File: src/rtl/score_lives_display_if.sv
// Game I/O bundle: score/collision taps in, score, lives and 7-seg pins out.
// master drives the taps, slave is the score/lives/display block.
interface score_lives_display_if #(
  parameter int NUM_DIGITS = 4,
  parameter int MAX_LIVES  = 3
);
  logic                    score_tick;
  logic                    collision;
  logic                    restart;
  logic                    paused;
  logic [4*NUM_DIGITS-1:0] score_bcd;
  logic [3:0]              lives;
  logic [MAX_LIVES-1:0]    lives_led;
  logic                    game_over;
  logic [6:0]              seg;
  logic [NUM_DIGITS-1:0]   anode;

  modport master (
    output score_tick,
    output collision,
    output restart,
    output paused,
    input  score_bcd,
    input  lives,
    input  lives_led,
    input  game_over,
    input  seg,
    input  anode
  );

  modport slave (
    input  score_tick,
    input  collision,
    input  restart,
    input  paused,
    output score_bcd,
    output lives,
    output lives_led,
    output game_over,
    output seg,
    output anode
  );
endinterface

File: src/rtl/score_lives_display.sv
// N-digit BCD score, lives counter and multiplexed 7-seg driver.
// Define HIGH_SCORE_EN to add a high-score register shown while paused.
module score_lives_display #(
  parameter int NUM_DIGITS  = 4,
  parameter int SCAN_DIV    = 100000,
  parameter int MAX_LIVES   = 3,
  parameter int SEG_ACT_LOW = 1
) (
  input logic                  clk,
  input logic                  reset,
  score_lives_display_if.slave io
);

  localparam int SW = 4 * NUM_DIGITS;
  localparam int CW = $clog2(SCAN_DIV);
  localparam int IW = (NUM_DIGITS > 1) ? $clog2(NUM_DIGITS) : 1;
  localparam bit LOW = (SEG_ACT_LOW != 0);
  localparam logic [SW-1:0] ALL9 = {NUM_DIGITS{4'h9}};
  localparam logic [3:0] LIVES0 = 4'(MAX_LIVES);
  localparam logic [6:0] SEG_OFF = LOW ? 7'h7f : 7'h00;
  localparam logic [NUM_DIGITS-1:0] AN_OFF =
    LOW ? {NUM_DIGITS{1'b1}} : {NUM_DIGITS{1'b0}};

  function automatic logic [6:0] dec7(input logic [3:0] d);
    logic [6:0] p;
    unique case (d)
      4'd0:    p = 7'b1111110;
      4'd1:    p = 7'b0110000;
      4'd2:    p = 7'b1101101;
      4'd3:    p = 7'b1111001;
      4'd4:    p = 7'b0110011;
      4'd5:    p = 7'b1011011;
      4'd6:    p = 7'b1011111;
      4'd7:    p = 7'b1110000;
      4'd8:    p = 7'b1111111;
      4'd9:    p = 7'b1111011;
      default: p = 7'b0000000;
    endcase
    return p;
  endfunction

  logic                  tick_cur_q, tick_prev_q;
  logic                  coll_cur_q, coll_prev_q;
  logic [SW-1:0]         score_q, score_d;
  logic [3:0]            lives_q, lives_d;
  logic [CW-1:0]         scan_q, scan_d;
  logic [IW-1:0]         idx_q, idx_d;
  logic [6:0]            seg_q, seg_d;
  logic [NUM_DIGITS-1:0] anode_q, anode_d;

  logic                  tick_ev, coll_ev, game_over;
  logic [SW-1:0]         score_inc;
  logic                  carry;
  logic                  scan_wrap;
  logic [SW-1:0]         disp;
  logic [NUM_DIGITS-1:0] keep, an_on;
  logic                  seen;
  logic [3:0]            cur_dig;
  logic                  cur_show;
  logic [6:0]            pat;
  logic [MAX_LIVES-1:0]  led;

`ifdef HIGH_SCORE_EN
  logic [SW-1:0]         hs_q, hs_d;
  logic                  go_prev_q;
`endif

  always_comb begin
    tick_ev   = tick_cur_q & ~tick_prev_q;
    coll_ev   = coll_cur_q & ~coll_prev_q;
    game_over = (lives_q == 4'd0);

    score_inc = score_q;
    carry     = 1'b1;
    for (int i = 0; i < NUM_DIGITS; i++) begin
      if (carry) begin
        if (score_q[4*i +: 4] == 4'd9) begin
          score_inc[4*i +: 4] = 4'd0;
        end else begin
          score_inc[4*i +: 4] = score_q[4*i +: 4] + 4'd1;
          carry = 1'b0;
        end
      end
    end

    // score sees game_over from before any same-cycle life loss
    score_d = score_q;
    lives_d = lives_q;
    if (io.restart) begin
      score_d = '0;
      lives_d = LIVES0;
    end else if (!io.paused) begin
      if (tick_ev && !game_over && score_q != ALL9)
        score_d = score_inc;
      if (coll_ev && !game_over)
        lives_d = lives_q - 4'd1;
    end
  end

`ifdef HIGH_SCORE_EN
  always_comb begin
    hs_d = hs_q;
    if (game_over && !go_prev_q && score_q > hs_q)
      hs_d = score_q;
  end
`endif

  always_comb begin
    scan_wrap = (scan_q == CW'(SCAN_DIV - 1));
    scan_d    = scan_wrap ? '0 : scan_q + CW'(1);
    idx_d     = idx_q;
    if (scan_wrap)
      idx_d = (idx_q == IW'(NUM_DIGITS - 1)) ? '0 : idx_q + IW'(1);
  end

  always_comb begin
`ifdef HIGH_SCORE_EN
    disp = io.paused ? hs_q : score_q;
`else
    disp = score_q;
`endif
    // keep[i]: digit i is at or below the top non-zero digit
    seen = 1'b0;
    keep = '0;
    for (int i = NUM_DIGITS - 1; i >= 0; i--) begin
      seen    = seen | (disp[4*i +: 4] != 4'd0) | (i == 0);
      keep[i] = seen;
    end

    cur_dig  = 4'd0;
    cur_show = 1'b0;
    an_on    = '0;
    for (int i = 0; i < NUM_DIGITS; i++) begin
      if (idx_q == IW'(i)) begin
        cur_dig  = disp[4*i +: 4];
        cur_show = keep[i];
        an_on[i] = 1'b1;
      end
    end

    pat     = dec7(cur_dig);
    seg_d   = cur_show ? (LOW ? ~pat : pat) : SEG_OFF;
    anode_d = LOW ? ~an_on : an_on;
  end

  always_comb begin
    led = '0;
    for (int i = 0; i < MAX_LIVES; i++)
      led[i] = (lives_q > 4'(i));
  end

  always_ff @(posedge clk or negedge reset) begin
    if (!reset) begin
      tick_cur_q  <= 1'b0;
      tick_prev_q <= 1'b0;
      coll_cur_q  <= 1'b0;
      coll_prev_q <= 1'b0;
      score_q     <= '0;
      lives_q     <= LIVES0;
      scan_q      <= '0;
      idx_q       <= '0;
      seg_q       <= SEG_OFF;
      anode_q     <= AN_OFF;
    end else begin
      tick_cur_q  <= io.score_tick;
      tick_prev_q <= tick_cur_q;
      coll_cur_q  <= io.collision;
      coll_prev_q <= coll_cur_q;
      score_q     <= score_d;
      lives_q     <= lives_d;
      scan_q      <= scan_d;
      idx_q       <= idx_d;
      seg_q       <= seg_d;
      anode_q     <= anode_d;
    end
  end

`ifdef HIGH_SCORE_EN
  always_ff @(posedge clk or negedge reset) begin
    if (!reset) begin
      hs_q      <= '0;
      go_prev_q <= 1'b0;
    end else begin
      hs_q      <= hs_d;
      go_prev_q <= game_over;
    end
  end
`endif

  assign io.score_bcd = score_q;
  assign io.lives     = lives_q;
  assign io.lives_led = led;
  assign io.game_over = game_over;
  assign io.seg       = seg_q;
  assign io.anode     = anode_q;

endmodule

File: src/flat_wrapper.sv
// flat-port wrapper written by rule: the top's interface ports become plain ports
module score_lives_display_flat 
#(
  parameter int NUM_DIGITS  = 4,
  parameter int SCAN_DIV    = 100000,
  parameter int MAX_LIVES   = 3,
  parameter int SEG_ACT_LOW = 1
)
  (clk, reset, io_score_tick, io_collision, io_restart, io_paused, io_score_bcd, io_lives, io_lives_led, io_game_over, io_seg, io_anode);
  score_lives_display_if #(.NUM_DIGITS(NUM_DIGITS), .MAX_LIVES(MAX_LIVES)) io_i ();
  input logic clk;
  input logic reset;
  input wire logic [$bits(io_i.score_tick)-1:0] io_score_tick;
  input wire logic [$bits(io_i.collision)-1:0] io_collision;
  input wire logic [$bits(io_i.restart)-1:0] io_restart;
  input wire logic [$bits(io_i.paused)-1:0] io_paused;
  output wire logic [$bits(io_i.score_bcd)-1:0] io_score_bcd;
  output wire logic [$bits(io_i.lives)-1:0] io_lives;
  output wire logic [$bits(io_i.lives_led)-1:0] io_lives_led;
  output wire logic [$bits(io_i.game_over)-1:0] io_game_over;
  output wire logic [$bits(io_i.seg)-1:0] io_seg;
  output wire logic [$bits(io_i.anode)-1:0] io_anode;
  assign io_i.score_tick = io_score_tick;
  assign io_i.collision = io_collision;
  assign io_i.restart = io_restart;
  assign io_i.paused = io_paused;
  assign io_score_bcd = io_i.score_bcd;
  assign io_lives = io_i.lives;
  assign io_lives_led = io_i.lives_led;
  assign io_game_over = io_i.game_over;
  assign io_seg = io_i.seg;
  assign io_anode = io_i.anode;
  score_lives_display #(.NUM_DIGITS(NUM_DIGITS), .SCAN_DIV(SCAN_DIV), .MAX_LIVES(MAX_LIVES), .SEG_ACT_LOW(SEG_ACT_LOW)) u_core (.clk(clk), .reset(reset), .io(io_i));
endmodule
File: config.mk
export PLATFORM = sky130hd
export DESIGN_NAME = score_lives_display_flat
export DESIGN_NICKNAME = d
export VERILOG_FILES = /design/src/rtl/score_lives_display_if.sv /design/src/rtl/score_lives_display.sv /design/src/flat_wrapper.sv
export SDC_FILE = /design/constraint.sdc
export NUM_CORES = 1
export LEC_CHECK = 0
export ABC_AREA = 1
export BUFFER_PORTS_ARGS = -buffer_cell sky130_fd_sc_hd__buf_4
export CAP_MARGIN = 10
export CORE_MARGIN = 2
export CORE_UTILIZATION = 50
export DETAILED_ROUTE_END_ITERATION = 10
export PLACE_DENSITY = 0.7
export SLEW_MARGIN = 20
export SYNTH_ARGS = -nofsm -noshare
export SYNTH_HDL_FRONTEND = slang
export SYNTH_SLANG_ARGS = --single-unit
File: constraint.sdc
create_clock -name clk -period 4.5 [get_ports clk]
set_clock_uncertainty 0.1 [all_clocks]
set_input_delay 0.225 -clock clk [delete_from_list [all_inputs] [get_ports clk]]
set_output_delay 0.225 -clock clk [all_outputs]
set_load 0.01 [all_outputs]
[Word level (Yosys, flattened, before mapping)]
Memory sizes are Yosys's and may differ from the RTL's.
Index checks and enable logic that the tools add are counted.
Cells by class
  add/subtract/negate cells: 7
  $mul: 0
  divide/modulo/power cells: 0
  magnitude comparators: 3
  eq/ne operators: 10
  shifts and indexed selects: 0
  multiplexer cells: 32
  bitwise gates (word level): 8
  reductions and logical operators: 19
Operators with widths (count)
  4-bit two-way mux: 14
  16-bit two-way mux: 3
  17-bit by 1-bit adder with 17-bit output, second input constant: 1
  17-bit equality test, second input constant: 1
  17-bit two-way mux: 1
  4-bit by 1-bit adder with 4-bit output, second input constant: 4
  4-bit equality test, second input constant: 4
  16-bit inequality test, second input constant: 1
  1-bit two-way mux: 12
  4-bit nonzero test: 3
  2-bit nonzero test: 5
  3-bit AND reduction: 3
  4-bit by 1-bit greater-than comparator with 1-bit output, second input constant: 2
  7-bit two-way mux: 1
  7-bit NOT: 1
  2-bit equality test, second input constant: 2
  4-bit by 2-bit greater-than comparator with 1-bit output, second input constant: 1
  4-bit zero test: 1
  4-bit NOT: 1
  2-bit AND reduction: 2
  4-bit by 1-bit subtractor with 4-bit output, second input constant: 1
  1-bit logical AND: 3
  2-bit by 1-bit adder with 2-bit output, second input constant: 1
  1-bit bitwise AND: 2
  7 further kinds: 9
Storage, ports and cells
  register bits: 54
  bits in latches: 0
  bits in writable memories: 0
  bits in read-only memories: 112
  bits of input ports: 6
  output and inout bits: 35
  logic and storage cells: 93
  memories kept: 1
Memories
  (name not given): depth 16, bits a word 7, read ports 1, clocked after memory_dff 0, wr ports 0, line score_lives_display.sv:26  | unique case (d)

[Depth between registers and ports, before layout]
Gate-level depths: netlist of the first run.
  depth after elaboration: 8
  gate-level depth with buffers: 13
  mapped depth without buffers: 13

[Worst setup path after synthesis of the first run]
OpenSTA, ideal clock, no wires.
  kind: register to register
  start: reg u_core.idx_q[1]
  end: reg u_core.seg_q[3] (netlist: u_core.io.seg[3])
  setup time: 0.088 ns
  data arrival time: 1.631 ns
  data required time: 4.312 ns
  slack: 2.681 ns
  stages on the path, launching flop included: 13
  path buffers: 0
  period minus slack after synthesis: 1.819 ns
  cells stage by stage: dfrtp_1 > inv_1 > ha_1 > inv_2 > nand2_1 > nand3_1 > nand2_1 > nand2_1 > ha_1 > inv_1 > nand3_1 > nand3_1 > nand3_1
Between the ends
  word-level cells in the longest chain between the ends: 8
  elaborated cells between the ends (all ways): 15
  those cells by class: 3 x eq/ne; 9 x mux; 1 x bitwise; 1 x reduce/logical; 1 x memory
Ends and longest elaborated chain
  start, declared: line score_lives_display.sv:47  | logic [IW-1:0] idx_q, idx_d;
  start signal, assigned: line score_lives_display.sv:172  | idx_q <= idx_d;
  2-bit zero test: line score_lives_display.sv:134  | if (idx_q == IW'(i)) begin
  4-bit two-way mux (4 in a row): line score_lives_display.sv:134
  memory 16 x 7 bit
  7-bit NOT: line score_lives_display.sv:142  | seg_d = cur_show ? (LOW ? ~pat : pat) : SEG_OFF;
  7-bit two-way mux *: line score_lives_display.sv:142
  named net u_core.seg_d[3]: line score_lives_display.sv:48  | logic [6:0] seg_q, seg_d;
  end signal, assigned: line score_lives_display.sv:173  | seg_q <= seg_d;
  end, declared: line score_lives_display.sv:48
The timed path passes the listed nets; every way through them passes the cells marked *.
A chain may end at the register's enable or synchronous reset.

[Worst setup path in the final report of the first run]
Ends and elaborated chain as after synthesis.

==> results of run 1 <==
==> critical path, cell delays in order (launching register included) <==
cell and delay (ns):
dfrtp_1 0.41, inv_1 0.11, ha_1 0.29, inv_2 0.09
nand2_1 0.08, nand3_1 0.06, nand2_1 0.06, nand2_1 0.12
ha_1 0.32, inv_1 0.05, nand3_1 0.09, nand3_1 0.10
nand3_1 0.07
==> layer usage <==
metal | global-route usage, % | vias to the layer above | wire length [microns] | part of all wire, %
li1 | - | 1403 | - | -
met1 | 26.54 | 1230 | 3124 | 49
met2 | 31.32 | 53 | 2973 | 46
met3 | 3.210 | 5 | 246 | 3.8
met4 | 4.762 | 0 | 71 | 1.1
met5 | 0 | - | 0 | 0
==> cell usage in the layout (no fill, tap or decap), types with 2 or more instances in the layout <==
cell type      count
nand2_4            6
clkbuf_8           5
buf_4             40
nand3_2            7
clkinv_2           2
nand4_1            8
dfstp_2           13
nand2_2            5
nor3_1             5
inv_1             52
xnor2_1            2
nor2_4             2
ha_1              25
inv_2             15
nand3_1           42
nand2_1           94
o21ai_0            7
dfrtp_1           41
xor2_1            12
nor2_1            41
a21oi_1           10
dlygate4sd3_1      3
o21ai_1           14
==> power by group <==
part / leakage [nW] / internal, W / switching (W) / total, W
clock network: 0.0579 / 0.000164 / 0.000155 / 0.000319
logic: 1.26 / 0.000107 / 0.000131 / 0.000238
registers: 0.680 / 0.000535 / 0.0000389 / 0.000574
total: 1.99 / 0.000806 / 0.000325 / 0.00113
==> timing repair <==
item | in CTS | in global routing
buffers inserted | 0 | 0
hold endpoints to repair | 43 | 0
hold buffers | 3 | 0
gates resized for setup | 0 | 0
==> synth_stat cells, drive strengths merged <==
cell / count
a21boi: 1
and2: 1
xor2: 12
nand2: 105
nand3: 49
nor3b: 1
o21a: 1
clkinv: 1
xnor2: 2
nand4: 8
o21ai: 21
ha: 25
buf: 2
dfstp: 13
nor2: 44
inv: 68
and3: 1
nor4: 1
or2: 1
nor3: 5
dfrtp: 41
a21oi: 11
==> worst paths after layout <==
path | end | slack (ns) | depth (start not counted)
setup / recovery | u_core.io.seg[3]$_DFF_PN1_ | 2.45 | 12
hold / removal | u_core.io.lives[3]$_DFFE_PN0P_ | 0.06 | 2
setup reg to reg | u_core.io.seg[3]$_DFF_PN1_ | 2.45 | 12
hold reg to reg | u_core.coll_prev_q$_DFF_PN0_ | 0.28 | 0
max in group asynchronous | u_core.idx_q[1]$_DFFE_PN0N_ | 3.47 | 2
min in group asynchronous | u_core.io.score_bcd[12]$_DFFE_PN0P_ | 0.39 | 2
==> cells by family (layout without fill, tap and decap cells) <==
group / Yosys count / count (layout) / synth area share, %
buffers and inverters: 71 / 120 / 8.279
AOI/OAI and AO/OA: 34 / 34 / 5.571
DFF: 54 / 54 / 41.70
and+or+nand+nor: 216 / 216 / 31.17
adders and majority gates: 25 / 25 / 9.538
xor gates and xnor gates: 14 / 14 / 3.739
==> layout make-up <==
cell class	instances	area, sq um
clock inverters	3	40.04
inverters	69	261.5
repair buffers	43	330.3
well taps	77	96.34
fillers	574	2545
multi-input cells	289	1640
clock buffers	5	68.82
flip-flops and latches	54	1368
==> stage by stage <==
step           util, %  std cells  hold WS (ns)  total power, W  setup WS (ns)
2_1_floorplan        -        414       -0.1706       0.0007161          2.681
5_1_grt          59.92        540       0.05383        0.001209          2.207
4_1_cts          59.92        540       0.05146        0.001148          2.424
3_3_place_gp     57.73        529        0.2063       0.0008132          2.549
3_5_place_dp     57.73        529        0.2084       0.0008224          2.431
6_report         59.92        540       0.05797        0.001131          2.453
==> sequential cells by signal, summed over array words and instances (netlist names) <==
name and flops:
u_core.scan_q 17, u_core.tick_cur_q 1, u_core.io.lives 4, u_core.coll_cur_q 1, u_core.io.anode 4, u_core.io.seg 7
u_core.tick_prev_q 1, u_core.coll_prev_q 1, u_core.idx_q 2, u_core.io.score_bcd 16
==> flow_summary.toml, run 1 <==
[drt]
vias = 2691
drtIter0Drc = 138
drcViolationCount = 0
finalWirelength_microns = 6416
wire_per_inst_microns = 11.88
ant_nets = 0
dr.pass1.iters = 4
via_per_inst = 4.983

[run_status]
status = "finished, final reports clean"

[grt]
overflow = 0
grt_pass1_wl_microns = 11310
grt_pass1_vias = 2531
grt_max_degree = 55
grt_usage_pct = 19.11
antenna_found_initial = 0

[clocking]
cts.sinks = 54
htreeDepth = 2
clk_path_buf_depth = 2
clk_pin_slew_ns = 0.09
cts_buffers = 5
clk_latency_ns = 0.30
cts_tree = "done"
cts.root.buffer_cell = "clkbuf_8"

[placed_design]
port-buffer-count = 40
globalplace.congestion = 0.8810
hpwlAfterDp_microns = 4958
placed_area_sq_um = 3666

[floorplanning]
die_h_microns = 84.99
die_x_microns = 84.99
die-area_sq_um = 7222
core-area_sq_um = 6350
ios = 41
initial_core_util_pct = 51.65
rows = 29

[logic_synthesis]
yosys.area.top_type = "dfrtp_1"
synth_cell_types = 31
ys_seq_area_share_pct = 41.70
syn_nets = 445
syn_area_sq_um = 3279
ys_seq_elements = 54
synth_area_per_cell_sq_um = 7.921
yosysWarnings = 0
synth_top_area_share_pct = 31.29
syn_inst = 414
synthTopCellsByArea = "dfrtp_1 (31%), nand2_1 (11%), dfstp_2 (10%)"

[critical_path]
critical_path_class = "flip-flop to flip-flop"
crit_path_end_kind = "flip-flop"
crit_path_max_fanout = 7
startpoint = "u_core.idx_q[1]$_DFFE_PN0N_"
start_kind = "flip-flop"
required_ns = 4.63
worstReg2RegStart = "u_core.idx_q[1]$_DFFE_PN0N_"
crit_arrival_ns = 2.18

[timing]
hold_viol = 0
setup_viol = 0
tightest_slew_ns = 0.6576
min_period_over_period_pct = 45.50
fmax_mhz = 488.4
maxSlewHeadroom_pct = 56.16
final-max-slew-violation-count = 0
rsz0062_at_grt = "no"
finalSetupTns_ns = 0
post-route-min-period_ns = 2.047

[final_layout]
drive_gt1_share_pct = 21.81
fin_nets = 493
n_antenna_cell = 0
design_area_sq_um = 3805
area.growth.synth_to_final_pct = 16.02

[job]
drv_cap = 0

[power_and_ir_drop]
cellPowerDensity_nw_per_um2 = 297.3
p_leak_nw = 1.994
vdd_drop_max_mv = 0.2278

[min_path]
hold_class = "input port to flip-flop"
hold_start = "io_restart"
Note: power is estimated with default switching activity, not from simulation.
==> run 2, diff against run 1 <==
--- a/config.mk
+++ b/config.mk
@@ -11,7 +11,7 @@
 export CORE_MARGIN = 2
 export CORE_UTILIZATION = 50
 export DETAILED_ROUTE_END_ITERATION = 10
-export PLACE_DENSITY = 0.7
+export PLACE_DENSITY = 0.73
 export SLEW_MARGIN = 20
 export SYNTH_ARGS = -nofsm -noshare
 export SYNTH_HDL_FRONTEND = slang
==> constraint.sdc (replaced) <==
create_clock -name clk -period 1.7 [get_ports clk]
set_clock_uncertainty 0.1 [all_clocks]
set_input_delay 0.085 -clock clk [delete_from_list [all_inputs] [get_ports clk]]
set_output_delay 0.085 -clock clk [all_outputs]
set_load 0.01 [all_outputs]
==> run 2 against run 1 <==
- the run now ends with setup timing left
- sequential power increased to 2.6 times the previous value
- clock power increased to 2.6 times the previous value
- maximum frequency increased by 12%
- final area increased by 18%
- total power increased to 2.9 times the previous value
==> flow_summary.toml, run 2 (synthesized netlist as in run 1, its figures left out) <==
[timing]
post-route-min-period_ns = 1.824
hold_viol = 0
setup_viol = 7
rsz0062_at_grt = "yes"
tightest_slew_ns = 0.6762
fmax_mhz = 548.2
final-max-slew-violation-count = 0
min_period_over_period_pct = 107.3
finalSetupTns_ns = -0.6441
fin_ws_ns = -0.1241
maxSlewHeadroom_pct = 54.92

[critical_path]
crit_arrival_ns = 1.98
critical_path_class = "flip-flop to flip-flop"
crit_path_max_fanout = 6
start_kind = "flip-flop"
required_ns = 1.85
crit_path_end_kind = "flip-flop"

[run_status]
violations = "setup timing"
status = "finished with violations"

[grt]
antenna_found_initial = 0
overflow = 0
grt_pass1_wl_microns = 12930
grt_max_degree = 55
grt_usage_pct = 21.94
grt_pass1_vias = 2890

[final_layout]
top_register = "u_core.scan_q"
layout_common_cells = "buf_4 (78), nand2_1 (77), inv_1 (43)"
drive_gt1_share_pct = 41.03
fin_nets = 537
n_antenna_cell = 0
final_cells = 584
area.growth.synth_to_final_pct = 37.16
mostFrequentLayoutCell = "buf_4"
largest_reg_flops = 17
post-route-util_pct = 70.84

[min_path]
hold_class = "input port to flip-flop"

[clocking]
htreeDepth = 2
cts.root.buffer_cell = "clkbuf_8"
clk_path_buf_depth = 2
clk_pin_slew_ns = 0.09
clk_latency_ns = 0.31
cts.sinks = 54
cts_tree = "done"
cts_buffers = 5

[floorplanning]
ios = 41
rows = 29
initial_core_util_pct = 51.65
die_x_microns = 84.99
die_h_microns = 84.99
die-area_sq_um = 7222
core-area_sq_um = 6350

[power_and_ir_drop]
cellPowerDensity_nw_per_um2 = 740.5
vdd_drop_max_mv = 0.5434
p_leak_nw = 2.285

[drt]
wire_per_inst_microns = 13.40
finalWirelength_microns = 7824
via_per_inst = 5.154
vias = 3010
drcViolationCount = 0
ant_nets = 0
dr.pass1.iters = 4
drtIter0Drc = 133

[placed_design]
globalplace.congestion = 0.9520
port-buffer-count = 40
hpwlAfterDp_microns = 5122
dp.cells = 554

[job]
drv_cap = 0
## run 2: cell types whose count changed in the layout (fill, tap and decap cells not counted), sizes merged
cell	previous run	this run
clkbuf	5	8
dlygate4sd3	3	4
clkinv	3	1
buf	40	82
nand2	105	106
bufinv	1	0
## run 2: layout make-up
class | count | area, sq um
multi-input cells | 290 | 1976
fillers | 474 | 1852
flip-flops and latches | 54 | 1369
repair buffers | 86 | 670.6
inverters | 69 | 276.5
clock buffers | 8 | 110.1
well taps | 77 | 96.34
## run 2: routing by layer
metal,track usage (%),wire [microns],vias to the layer above
li1,-,-,1488
met3,3.988,356,18
met5,0,0,-
met2,35.72,3886,77
met4,8.947,163,0
met1,28.95,3417,1427
## run 2: path summary, 6_finish.rpt
path | depth (start not counted) | from | to | slack [ns]
min in group asynchronous | 2 | reset | u_core.io.score_bcd[14]$_DFFE_PN0P_ | 0.26
setup reg to reg | 10 | u_core.idx_q[1]$_DFFE_PN0N_ | u_core.io.seg[6]$_DFF_PN1_ | -0.12
setup / recovery | 10 | u_core.idx_q[1]$_DFFE_PN0N_ | u_core.io.seg[6]$_DFF_PN1_ | -0.12
hold reg to reg | 0 | u_core.tick_cur_q$_DFF_PN0_ | u_core.tick_prev_q$_DFF_PN0_ | 0.29
max in group asynchronous | 2 | reset | u_core.idx_q[0]$_DFFE_PN0N_ | 0.75
hold / removal | 4 | io_paused | u_core.io.lives[1]$_DFFE_PN1P_ | 0.03
## run 2: repair_timing
action | CTS | global route
setup endpoints to repair | 24 | 23
hold buffers | 4 | 0
gates cloned | 1 | 0
buffers inserted | 5 | 12
hold endpoints to repair | 45 | 0
gates resized for setup | 48 | 34
pin swaps | 23 | 29
## run 2: critical path, cell delays in order (launching register included)
cell and delay, ns:
dfrtp_1 0.43, buf_6 0.14, ha_4 0.18, a21oi_2 0.12
nand2_2 0.10, a21boi_4 0.21, ha_1 0.18, inv_1 0.05
nand3_1 0.10, nand3_2 0.09, nand3_2 0.06
## run 2: metrics by stage
step	power, W	hold WS, ns	instance area (sq um)	setup slack, ns
finish	0.003331	0.03278	4498	-0.1241
global route	0.003504	0.08684	4498	-0.2404
CTS	0.003224	0.03595	4278	-0.07264
detailed placement	0.002262	0.07512	3906	-0.1811
global placement	0.002239	0.06603	3906	-0.08815
floorplan	0.001903	-0.3106	3338	-0.02074
## run 2: where the power goes
group,switching (W),leakage (nW),internal [W]
sequential,0.0000621,0.678,0.00142
combinational,0.000546,1.55,0.000476
clock,0.000417,0.0575,0.000412
